`src/rtl/bcd_convert_seq.sv`:
```
// bcd_convert_seq: sequential double-dabble binary-to-BCD converter.
// Ports: clk, resetB (async low), start/bin in; busy, done, bcd, ovf, blank out.
// Optional leading-zero blanking: define BCD_CONVERT_SEQ_LZ_BLANK_EN.
module bcd_convert_seq #(
    parameter int BIN_W   = 14,
    parameter int DIGITS  = 4,
    parameter int MAX_VAL = 9999
) (
    input  logic                clk,
    input  logic                resetB,
    input  logic                start,
    input  logic [BIN_W-1:0]    bin,
    output logic                busy,
    output logic                done,
    output logic [4*DIGITS-1:0] bcd,
    output logic                ovf,
    output logic [DIGITS-1:0]   blank
);

    localparam int SW = 4 * DIGITS;
    localparam int CW = $clog2(BIN_W + 1);

    localparam logic [BIN_W:0]  MAXV     = (BIN_W + 1)'(MAX_VAL);
    localparam logic [SW-1:0]   NINES    = {DIGITS{4'h9}};
    localparam logic [CW-1:0]   CNT_INIT = CW'(BIN_W);
    localparam logic [CW-1:0]   CNT_ONE  = CW'(1);

    typedef enum logic [1:0] {
        IDLE  = 2'd0,
        SHIFT = 2'd1,
        DONE  = 2'd2
    } state_t;

    state_t              state;
    logic [BIN_W-1:0]    sreg;
    logic [SW-1:0]       scr;
    logic [CW-1:0]       cnt;
    logic                over;
    logic [SW-1:0]       adj;
    logic [SW+BIN_W-1:0] shifted;

    // add-3 correction on every digit that would overflow past 9 when doubled
    always_comb begin
        adj = scr;
        for (int k = 0; k < DIGITS; k++) begin
            if (scr[4*k +: 4] >= 4'd5)
                adj[4*k +: 4] = scr[4*k +: 4] + 4'd3;
        end
    end

    // the top carry falls off here; only matters when saturating anyway
    assign shifted = {adj, sreg} << 1;

    always_ff @(posedge clk or negedge resetB) begin
        if (!resetB) begin
            state <= IDLE;
            sreg  <= '0;
            scr   <= '0;
            cnt   <= '0;
            over  <= 1'b0;
            busy  <= 1'b0;
            done  <= 1'b0;
            bcd   <= '0;
            ovf   <= 1'b0;
        end else begin
            done <= 1'b0;
            unique case (state)
                IDLE: begin
                    if (start) begin
                        sreg  <= bin;
                        scr   <= '0;
                        cnt   <= CNT_INIT;
                        over  <= ({1'b0, bin} > MAXV);
                        busy  <= 1'b1;
                        state <= SHIFT;
                    end
                end
                SHIFT: begin
                    {scr, sreg} <= shifted;
                    cnt         <= cnt - CNT_ONE;
                    if (cnt == CNT_ONE)
                        state <= DONE;
                end
                DONE: begin
                    bcd   <= over ? NINES : scr;
                    ovf   <= over;
                    done  <= 1'b1;
                    busy  <= 1'b0;
                    state <= IDLE;
                end
                default: state <= IDLE;
            endcase
        end
    end

`ifdef BCD_CONVERT_SEQ_LZ_BLANK_EN
    logic [DIGITS-1:0] blank_nx;
    logic              zrun;

    // walk down from the top digit; a digit blanks only while all above are 0
    always_comb begin
        blank_nx = '0;
        zrun     = 1'b1;
        for (int k = DIGITS - 1; k >= 1; k--) begin
            zrun        = zrun & (scr[4*k +: 4] == 4'd0);
            blank_nx[k] = zrun;
        end
    end

    always_ff @(posedge clk or negedge resetB) begin
        if (!resetB)
            blank <= '0;
        else if (state == DONE)
            blank <= over ? '0 : blank_nx;
    end
`else
    assign blank = '0;
`endif

endmodule

```
`config.mk`:
```
export PLATFORM = sky130hd
export DESIGN_NAME = bcd_convert_seq
export DESIGN_NICKNAME = d
export VERILOG_FILES = /design/src/rtl/bcd_convert_seq.sv
export SDC_FILE = /design/constraint.sdc
export NUM_CORES = 1
export LEC_CHECK = 0
export BUFFER_PORTS_ARGS = -buffer_cell sky130_fd_sc_hd__buf_2
export CAP_MARGIN = 30
export CORE_UTILIZATION = 49
export DETAILED_ROUTE_END_ITERATION = 7
export GPL_ROUTABILITY_DRIVEN = 0
export GPL_TIMING_DRIVEN = 0
export PLACE_DENSITY_LB_ADDON = 0.25
export SLEW_MARGIN = 40
export SYNTH_ARGS = -nofsm -noshare
export SYNTH_HDL_FRONTEND = slang
export SYNTH_SLANG_ARGS = --single-unit
```
`constraint.sdc`:
```
create_clock -name clk -period 1.7 [get_ports clk]
set_input_delay 0.085 -clock clk [delete_from_list [all_inputs] [get_ports clk]]
set_output_delay 0.085 -clock clk [all_outputs]
set_load 0.05 [all_outputs]
```
## Word level (Yosys, flattened, before mapping)

Index checks and enable logic that the tools add are counted.

| storage, ports and cells | value |
|---|---|
| register bits | 56 |
| input bits | 17 |

| operators by class | value |
|---|---|
| add/subtract/negate cells | 5 |
| magnitude comparators | 5 |
| equality and inequality tests | 5 |
| mux-type cells | 17 |
| reduce and logical (&&, ||, !) cells | 7 |

Operator list:

| operator | count |
|---|---|
| 2-to-1 mux 16 bit | 2 |
| one-hot mux 16 bit (2 select lines) | 1 |
| one-hot mux 14 bit (2 select lines) | 1 |
| greater-or-equal comparator 4 x 3 -> 1 bit, second input constant | 4 |
| 2-to-1 mux 4 bit | 4 |
| greater-than comparator 14 bit, second input constant | 1 |
| 2-to-1 mux 14 bit | 1 |
| adder 4 x 2 -> 4 bit, second input constant | 3 |
| one-hot mux 4 bit (2 select lines) | 1 |
| AND reduction 2 bit | 4 |
| equality test 4 x 1 -> 1 bit, second input constant | 1 |
| 2-to-1 mux 2 bit | 2 |
| inequality test 2 bit, second input constant | 2 |
| one-hot mux 2 bit (2 select lines) | 1 |
| nonzero test 2 bit | 2 |
| subtractor 4 x 1 -> 4 bit, second input constant | 1 |
| adder 3 x 2 -> 3 bit, second input constant | 1 |
| 2-to-1 mux 3 bit | 1 |
| equality test 2 x 1 -> 1 bit, second input constant | 1 |
| equality test 2 bit, second input constant | 1 |
| logical NOT 2 bit | 1 |
| 2-to-1 mux 1 bit | 2 |
| one-hot mux 1 bit (2 select lines) | 1 |

## Longest topological paths before layout

Gate-level depths: netlist (run 1).

| depth | value |
|---|---|
| depth after elaboration | 3 |
| gate-level depth with buffers | 5 |
| depth with buffers taken out | 5 |

## Worst setup path before layout (run 1)

Ideal clock, no wire load.

| timing | value |
|---|---|
| kind | reg2reg |
| from | reg scr[8] |
| to | reg scr[12] |
| data arrival time | 1177 ps |
| data required time | 1599 ps |
| setup slack | 423 ps |
| stages on the path, launching flop included | 6 |
| buffers on the path | 0 |
| period minus slack after synthesis | 1277 ps |
| path through | dfrtp_1 -> inv_1 -> ha_1 -> nor2b_1 -> o21a_1 -> o32ai_1 |

| on the way | value |
|---|---|
| word-level cells in the longest chain between the ends | 3 |

RTL lines:

| what | RTL line | text |
|---|---|---|
| from (decl) | 36 | `logic [SW-1:0] scr;` |
| from (signal assigned) | 79 | `{scr, sreg} <= shifted;` |
| adder 4 x 2 -> 4 bit / greater-or-equal comparator 4 x 3 -> 1 bit (equally long branches) | 47, 46 |  |
| 2-to-1 mux 4 bit * | 46 | `if (scr[4*k +: 4] >= 4'd5)` |
| one-hot mux 16 bit (2 select lines) * | 67 | `unique case (state)` |

Every way passes the cells marked *; elsewhere a longest branch is shown, timed or not.
A chain may end at the register's enable or synchronous reset.

## Final worst setup path (run 1)

| timing | value |
|---|---|
| from | reg scr[0] |
| to | reg scr[1] |

The elaborated chain is that of the path after synthesis.

==> results of run 1 <==
-- registers in the layout (all words and copies together) (netlist names) --
signal / flops
cnt: 4
ovf: 1
over: 1
state: 2
scr: 16
done: 1
sreg: 14
busy: 1
bcd: 16
-- per-stage QoR --
stage | total power (uW) | hold slack (ns) | utilization, % | setup slack [ns]
final | 5940 | 0.0140 | 58.2 | 0.233
after CTS | 5980 | 0.0126 | 58.2 | 0.251
after global placement | 5030 | 0.315 | 55.7 | 0.171
after detailed placement | 5100 | 0.182 | 55.9 | 0.280
after global routing | 6420 | 0.0321 | 58.2 | 0.120
after floorplan | 4390 | -0.211 | - | 0.423
-- layout make-up --
| cell class | instances | share of cell area (%) |
|---|---|---|
| Inverter | 21 | 2.46 |
| Sequential cell | 56 | 43.7 |
| Multi-Input combinational cell | 190 | 37.3 |
| Clock buffer | 6 | 2.26 |
| Buffer | 21 | 4.14 |
| Tap cell | 72 | 2.81 |
| Clock inverter | 2 | 1.09 |
| Timing Repair Buffer | 37 | 6.17 |
-- cell families after synthesis --
family / Yosys count
XOR/XNOR: 3
flip-flops: 56
buffers and inverters: 42
AO/OA/AOI/OAI: 99
other: 1
adder cells (fa/ha/maj): 10
AND/OR/NAND/NOR: 74
-- worst min-delay path, delay by kind of cell --
| family | cells | cell delay (ns) |
|---|---|---|
| buf+inv | 1 | 0.10 |
| simple gates | 1 | 0.05 |
| compound gates | 1 | 0.07 |
-- synthesized netlist by cell type --
library cell | instances | area [sq um]
a21o_2 | 1 | 8.76
buf_6 | 3 | 33.8
o221ai_1 | 4 | 35.0
a31oi_1 | 4 | 25.0
o21ba_2 | 1 | 10.0
conb_1 | 1 | 3.75
o32ai_1 | 3 | 26.3
o21ai_1 | 1 | 5.00
o211ai_1 | 4 | 30.0
o22ai_1 | 1 | 6.26
nor2b_2 | 1 | 8.76
clkbuf_1 | 5 | 18.8
buf_4 | 6 | 45.0
o21a_1 | 4 | 30.0
nor3b_1 | 1 | 7.51
o31ai_1 | 12 | 90.1
dfrtp_1 | 56 | 1400
nor2b_1 | 15 | 93.8
a211oi_1 | 2 | 15.0
xnor2_1 | 3 | 26.3
o21bai_1 | 1 | 7.51
ha_1 | 10 | 125
a21oi_1 | 10 | 50.1
or4_1 | 1 | 7.51
a32o_1 | 4 | 40.0
a22o_1 | 1 | 8.76
nor3_1 | 1 | 5.00
nand2b_1 | 6 | 37.5
nor2_1 | 13 | 48.8
inv_1 | 21 | 78.8
a22oi_1 | 11 | 82.6
and3_1 | 1 | 6.26
nand2_1 | 35 | 131
buf_2 | 7 | 35.0
o21ai_0 | 26 | 130
o2111ai_1 | 8 | 70.1
a21o_1 | 1 | 7.51
-- power by group --
group | total (uW) | leakage (uW) | switching, uW | internal (uW)
Clock | 870 | 0.0000552 | 432 | 438
Combinational | 2860 | 0.000720 | 1810 | 1050
Sequential | 2210 | 0.000727 | 372 | 1840
Total | 5940 | 0.00150 | 2610 | 3330
-- routing by layer --
layer  vias up  share of wire, %  track usage, %
li1       1093                 -               -
met1      1083                48            28.7
met2        63                46            35.1
met3         9               4.9            4.24
met4         0               1.5            8.11
met5         -                 0               0
-- path summary, 6_finish.rpt --
check / start / endpoint / slack (ns) / depth (start not counted)
worst min-delay path: bin[10] / sreg[10] / 0.01 / 3
worst max-delay path: scr[0] / scr[1] / 0.23 / 5
max in group asynchronous: resetB / scr[1] / 0.86 / 2
worst max register to register: scr[0] / scr[1] / 0.23 / 5
worst min register to register: bcd[12] / bcd[12] / 0.48 / 2
min in group asynchronous: resetB / done / 0.37 / 2
==> reports/results.ini, run 1 <==
[setup_path]
worstPathBufferInverterCount=1
crit_type=reg2reg
crit_path_cell_trace=inv_1 -> ha_1 -> nor2b_1 -> o21a_1 -> o221ai_1
worstSetupStartpointType=flop
path_max_fanout=5
critPathCaptureType=flop
path_delay_family=flip-flops
crit_path_max_incr_delay_ns=0.44
cp.arrival_ns=1.65
critPathSlowestCell=dfrtp_1
required_ns=1.88

[yosys]
synth_compound_area_share_pct=24.3
syn_area_sq_mm=0.00279
synthCells=285
synth_fa_ha_area_share_pct=4.48
ys.warnings.count=0
yosys.area_share.simple_pct=12.4
muxShareOfSynthArea_pct=0
yosysSeqAreaShare_pct=50.2
ys_ff_latch=56
synth_top_family_by_area=compound AO/OA/AOI/OAI gates
synth_xor_area_share_pct=0.941
syn_area_per_cell_sq_um=9.80
synth_cell_types=37

[clock_network]
cts_tree=yes
cts_root_buffer=clkbuf_8
cts_setup_buffers=0
post_cts_resized=0
clock-sinks=56
cts-buffers-inserted=5
htree_levels=2
insertion_delay_ns=0.32
clk_pin_slew_ns=0.10
cts_max_path_buffers=2
cts_hold_buf=2

[drt]
drt_iter0_markers=107
drtAntennaViolNets=0
vias=2248
drt-pass1-iter-count=4
wl_per_cell_um=14.3
wirelength_um=5780
drc_errors=0
avgViaCountPerCell=5.55

[global_routing]
globalRouteOverflowTotal=0
grt.total_usage_pct=21.7
grt_pass1_vias=2220
grt_pass1_wl_um=10300
grt_max_degree=57
antenna_found_initial=0

[timing]
finalSetupViolCount=0
slew_headroom_pct=53.0
finalCritPeriodShare_pct=86.3
fin_skew_ns=0.0102
slew_viol_final=0
worstMarginPinSlew_ns=0.705
hold_viol=0
period_needed_ns=1.47
final.setup.tns_ns=0
rsz0062_at_grt=no
max_freq_mhz=682

[die]
rows=27
die_area_sq_mm=0.00601
initial_utilization_pct=50.7
io_pins=40
die_w_um=77.5
core_area_sq_mm=0.00551
die_h_um=77.5

[power_and_ir_drop]
powerDensity_mw_per_mm2=1850
vdd_ir_drop_max_mv=0.840
p_leak_uw=0.00150

[final_layout]
diodes=0
fin_nets=359
drive_gt1_share_pct=18.6
multi_input_area_sq_mm=0.00120
final_cell_mix=56 x dfrtp_1, 41 x buf_2, 35 x nand2_1
nFillCells=475
stdcell_count=405
ff_latch_area_sq_mm=0.00140
synthToLayoutAreaGrowth_pct=14.7
design_area_sq_mm=0.00320
mostFrequentLayoutCell=dfrtp_1

[min_path]
hp-class=in2reg

[status]
status=finished, final reports clean

[placement]
place_area_sq_mm=0.00308
dp_cells=395
port_buffers=35
dp_hpwl_um=4040

[flow_run]
cap_violations=0

Note: power is estimated with default switching activity, not from simulation.
==> run 2, diff against run 1 <==
--- a/config.mk
+++ b/config.mk
@@ -7,11 +7,11 @@
 export LEC_CHECK = 0
 export BUFFER_PORTS_ARGS = -buffer_cell sky130_fd_sc_hd__buf_2
 export CAP_MARGIN = 30
-export CORE_UTILIZATION = 49
+export CORE_UTILIZATION = 50
 export DETAILED_ROUTE_END_ITERATION = 7
 export GPL_ROUTABILITY_DRIVEN = 0
 export GPL_TIMING_DRIVEN = 0
-export PLACE_DENSITY_LB_ADDON = 0.25
+export PLACE_DENSITY = 0.71
 export SLEW_MARGIN = 40
 export SYNTH_ARGS = -nofsm -noshare
 export SYNTH_HDL_FRONTEND = slang
==> reports/results.ini, run 2 (synthesized netlist as in run 1, its figures left out) <==
[status]
status=finished, final reports clean  ; unchanged

[placement]
dp_slack_ns=0.266  ; was 0.280 ns
dp_cells=393  ; was 395
dp_hpwl_um=4180  ; was 4040 um
port_buffers=35  ; unchanged

[drt]
wl_per_cell_um=14.7  ; was 14.3 um
drc_errors=0  ; unchanged
wirelength_um=5910  ; was 5780 um
drt_iter0_markers=179  ; was 107
drtAntennaViolNets=0  ; unchanged
vias=2221  ; was 2248
avgViaCountPerCell=5.52  ; was 5.55
drt-pass1-iter-count=4  ; unchanged

[timing]
hold_viol=0  ; unchanged
final.setup.tns_ns=0  ; unchanged
finalCritPeriodShare_pct=86.1  ; was 86.3%
finalSetupViolCount=0  ; unchanged
layout_setup_ws_ns=0.237  ; was 0.233 ns
slew_headroom_pct=53.1  ; was 53.0%
hold_slack_ns=0.0263  ; was 0.0140 ns
rsz0062_at_grt=no  ; unchanged
max_freq_mhz=684  ; was 682 MHz
period_needed_ns=1.46  ; was 1.47 ns
slew_viol_final=0  ; unchanged
worstMarginPinSlew_ns=0.703  ; was 0.705 ns
fin_skew_ns=0.00512  ; was 0.0102 ns

[global_routing]
grt_pass1_wl_um=10400  ; was 10300 um
antenna_found_initial=0  ; unchanged
grt.total_usage_pct=22.3  ; was 21.7%
grt_pass1_vias=2255  ; was 2220
globalRouteOverflowTotal=0  ; unchanged
grt_max_degree=57  ; unchanged

[die]
rows=26  ; was 27
die_w_um=76.7  ; was 77.5 um
initial_utilization_pct=53.3  ; was 50.7%
core_area_sq_mm=0.00524  ; was 0.00551 sq mm
io_pins=40  ; unchanged
die_h_um=76.7  ; was 77.5 um
die_area_sq_mm=0.00589  ; was 0.00601 sq mm

[setup_path]
cp.arrival_ns=1.64  ; was 1.65 ns
rr_startpoint=scr[4]  ; was scr[0]
path_max_fanout=5  ; unchanged
required_ns=1.88  ; about the same
r2r_slack_ns=0.24  ; was 0.23 ns
worstRegToRegCells=5  ; unchanged
crit_type=reg2reg  ; unchanged
critPathCaptureType=flop  ; unchanged
worstSetupStartpointType=flop  ; unchanged
timing.rr.end=scr[5]  ; was scr[1]

[power_and_ir_drop]
p_leak_uw=0.00149  ; was 0.00150 uW
p_total_uw=5780  ; was 5940 uW
pwr-share-clk_pct=12.0  ; was 14.6%
combinationalPowerShare_pct=49.7  ; was 48.1%
sw_frac_of_total_pct=45.1  ; was 44.0%
cell_internal_pwr_uw=3170  ; was 3330 uW
p_switching_uw=2610  ; about the same
powerDensity_mw_per_mm2=1820  ; was 1850 mW/mm^2
power_frac_seq_pct=38.3  ; was 37.2%
vdd_ir_drop_max_mv=0.719  ; was 0.840 mV

[final_layout]
stdcell_count=402  ; was 405
ff_latch_area_sq_mm=0.00140  ; unchanged
nFillCells=456  ; was 475
mostFrequentLayoutCell=dfrtp_1  ; unchanged
largestRegisters=bcd: 16 flops, scr: 16 flops, sreg: 14 flops  ; unchanged
drive_gt1_share_pct=18.4  ; was 18.6%
synthToLayoutAreaGrowth_pct=13.6  ; was 14.7%
fin_nets=359  ; unchanged
diodes=0  ; unchanged
multi_input_area_sq_mm=0.00120  ; unchanged
final_cell_mix=56 x dfrtp_1, 41 x buf_2, 35 x nand2_1  ; unchanged

[clock_network]
cts-buffers-inserted=5  ; unchanged
clk_pin_slew_ns=0.09  ; was 0.10 ns
cts_root_buffer=clkbuf_8  ; unchanged
insertion_delay_ns=0.31  ; was 0.32 ns
htree_levels=2  ; unchanged
cts_max_path_buffers=2  ; unchanged
clock-sinks=56  ; unchanged
post_cts_resized=0  ; unchanged
cts_tree=yes  ; unchanged

[min_path]
hp-class=in2reg  ; unchanged
holdPathEnd=over  ; was sreg[10]
hold_start=bin[13]  ; was bin[10]
hold_path_depth=3  ; unchanged

[flow_run]
cap_violations=0  ; unchanged

==> run 2: cell count changes in the layout (fill, tap and decap cells not counted) <==
| cell | previous run | this run |
|---|---|---|
| bufinv_16 | 1 | 0 |
==> run 2: metrics by stage <==
| step | util [%] | cell area, sq um |
|---|---|---|
| after floorplan | - | 2800 |
| after global placement | 58.6 | 3070 |
| final | 60.6 | 3170 |
| after global routing | 60.6 | 3170 |
| after detailed placement | 58.7 | 3070 |
| after CTS | 60.6 | 3170 |
==> run 2: worst max-delay path by stage <==
stage | to | startpoint | cells after the start | slack, ns
floorplan | scr[12] | scr[8] | 5 | 0.42
global route | scr[4] | scr[0] | 5 | 0.13
CTS | scr[4] | scr[0] | 5 | 0.24
global placement | cnt[3] | state[1] | 3 | 0.14
finish | scr[5] | scr[4] | 5 | 0.24
detailed placement | scr[4] | scr[0] | 5 | 0.27
==> run 2: what timing repair did <==
item,4_1_cts,5_1_grt
buffers inserted,0,0
endpoints found under the hold margin,57,0
endpoints found under the setup margin,0,0
hold buffers,2,0
==> run 2: worst max-delay path, stage by stage (launching register included) <==
cell and delay [ns]:
dfrtp_1 0.44, inv_1 0.12, ha_1 0.20, nor2b_1 0.25, o21a_1 0.19, o221ai_1 0.13
==> run 2: layout make-up <==
class | count | area share (%)
sequential | 56 | 44.2
multi-input combinational | 190 | 37.7
timing repair buffer | 37 | 6.23
buffer | 21 | 4.18
tap | 70 | 2.76
inverter | 21 | 2.49
clock buffer | 6 | 2.29
clock inverter | 1 | 0.158
==> run 2: routing by layer <==
| layer | GRT usage, % | vias up | wire length (um) |
|---|---|---|---|
| li1 | - | 1093 | - |
| met1 | 27.8 | 1058 | 2710 |
| met2 | 39.0 | 60 | 2840 |
| met3 | 3.69 | 10 | 247 |
| met4 | 7.50 | 0 | 105 |
| met5 | 0 | - | 0 |
==> run 2: power by group through the flow <==
stage                     clock network [uW]  logic [uW]  registers [uW]
after floorplan                            0        1790            2600
after global placement                     0        2810            2220
after detailed placement                   0        2880            2240
after CTS                                720        2880            2220
after global routing                     760        3200            2290
final                                    695        2870            2220
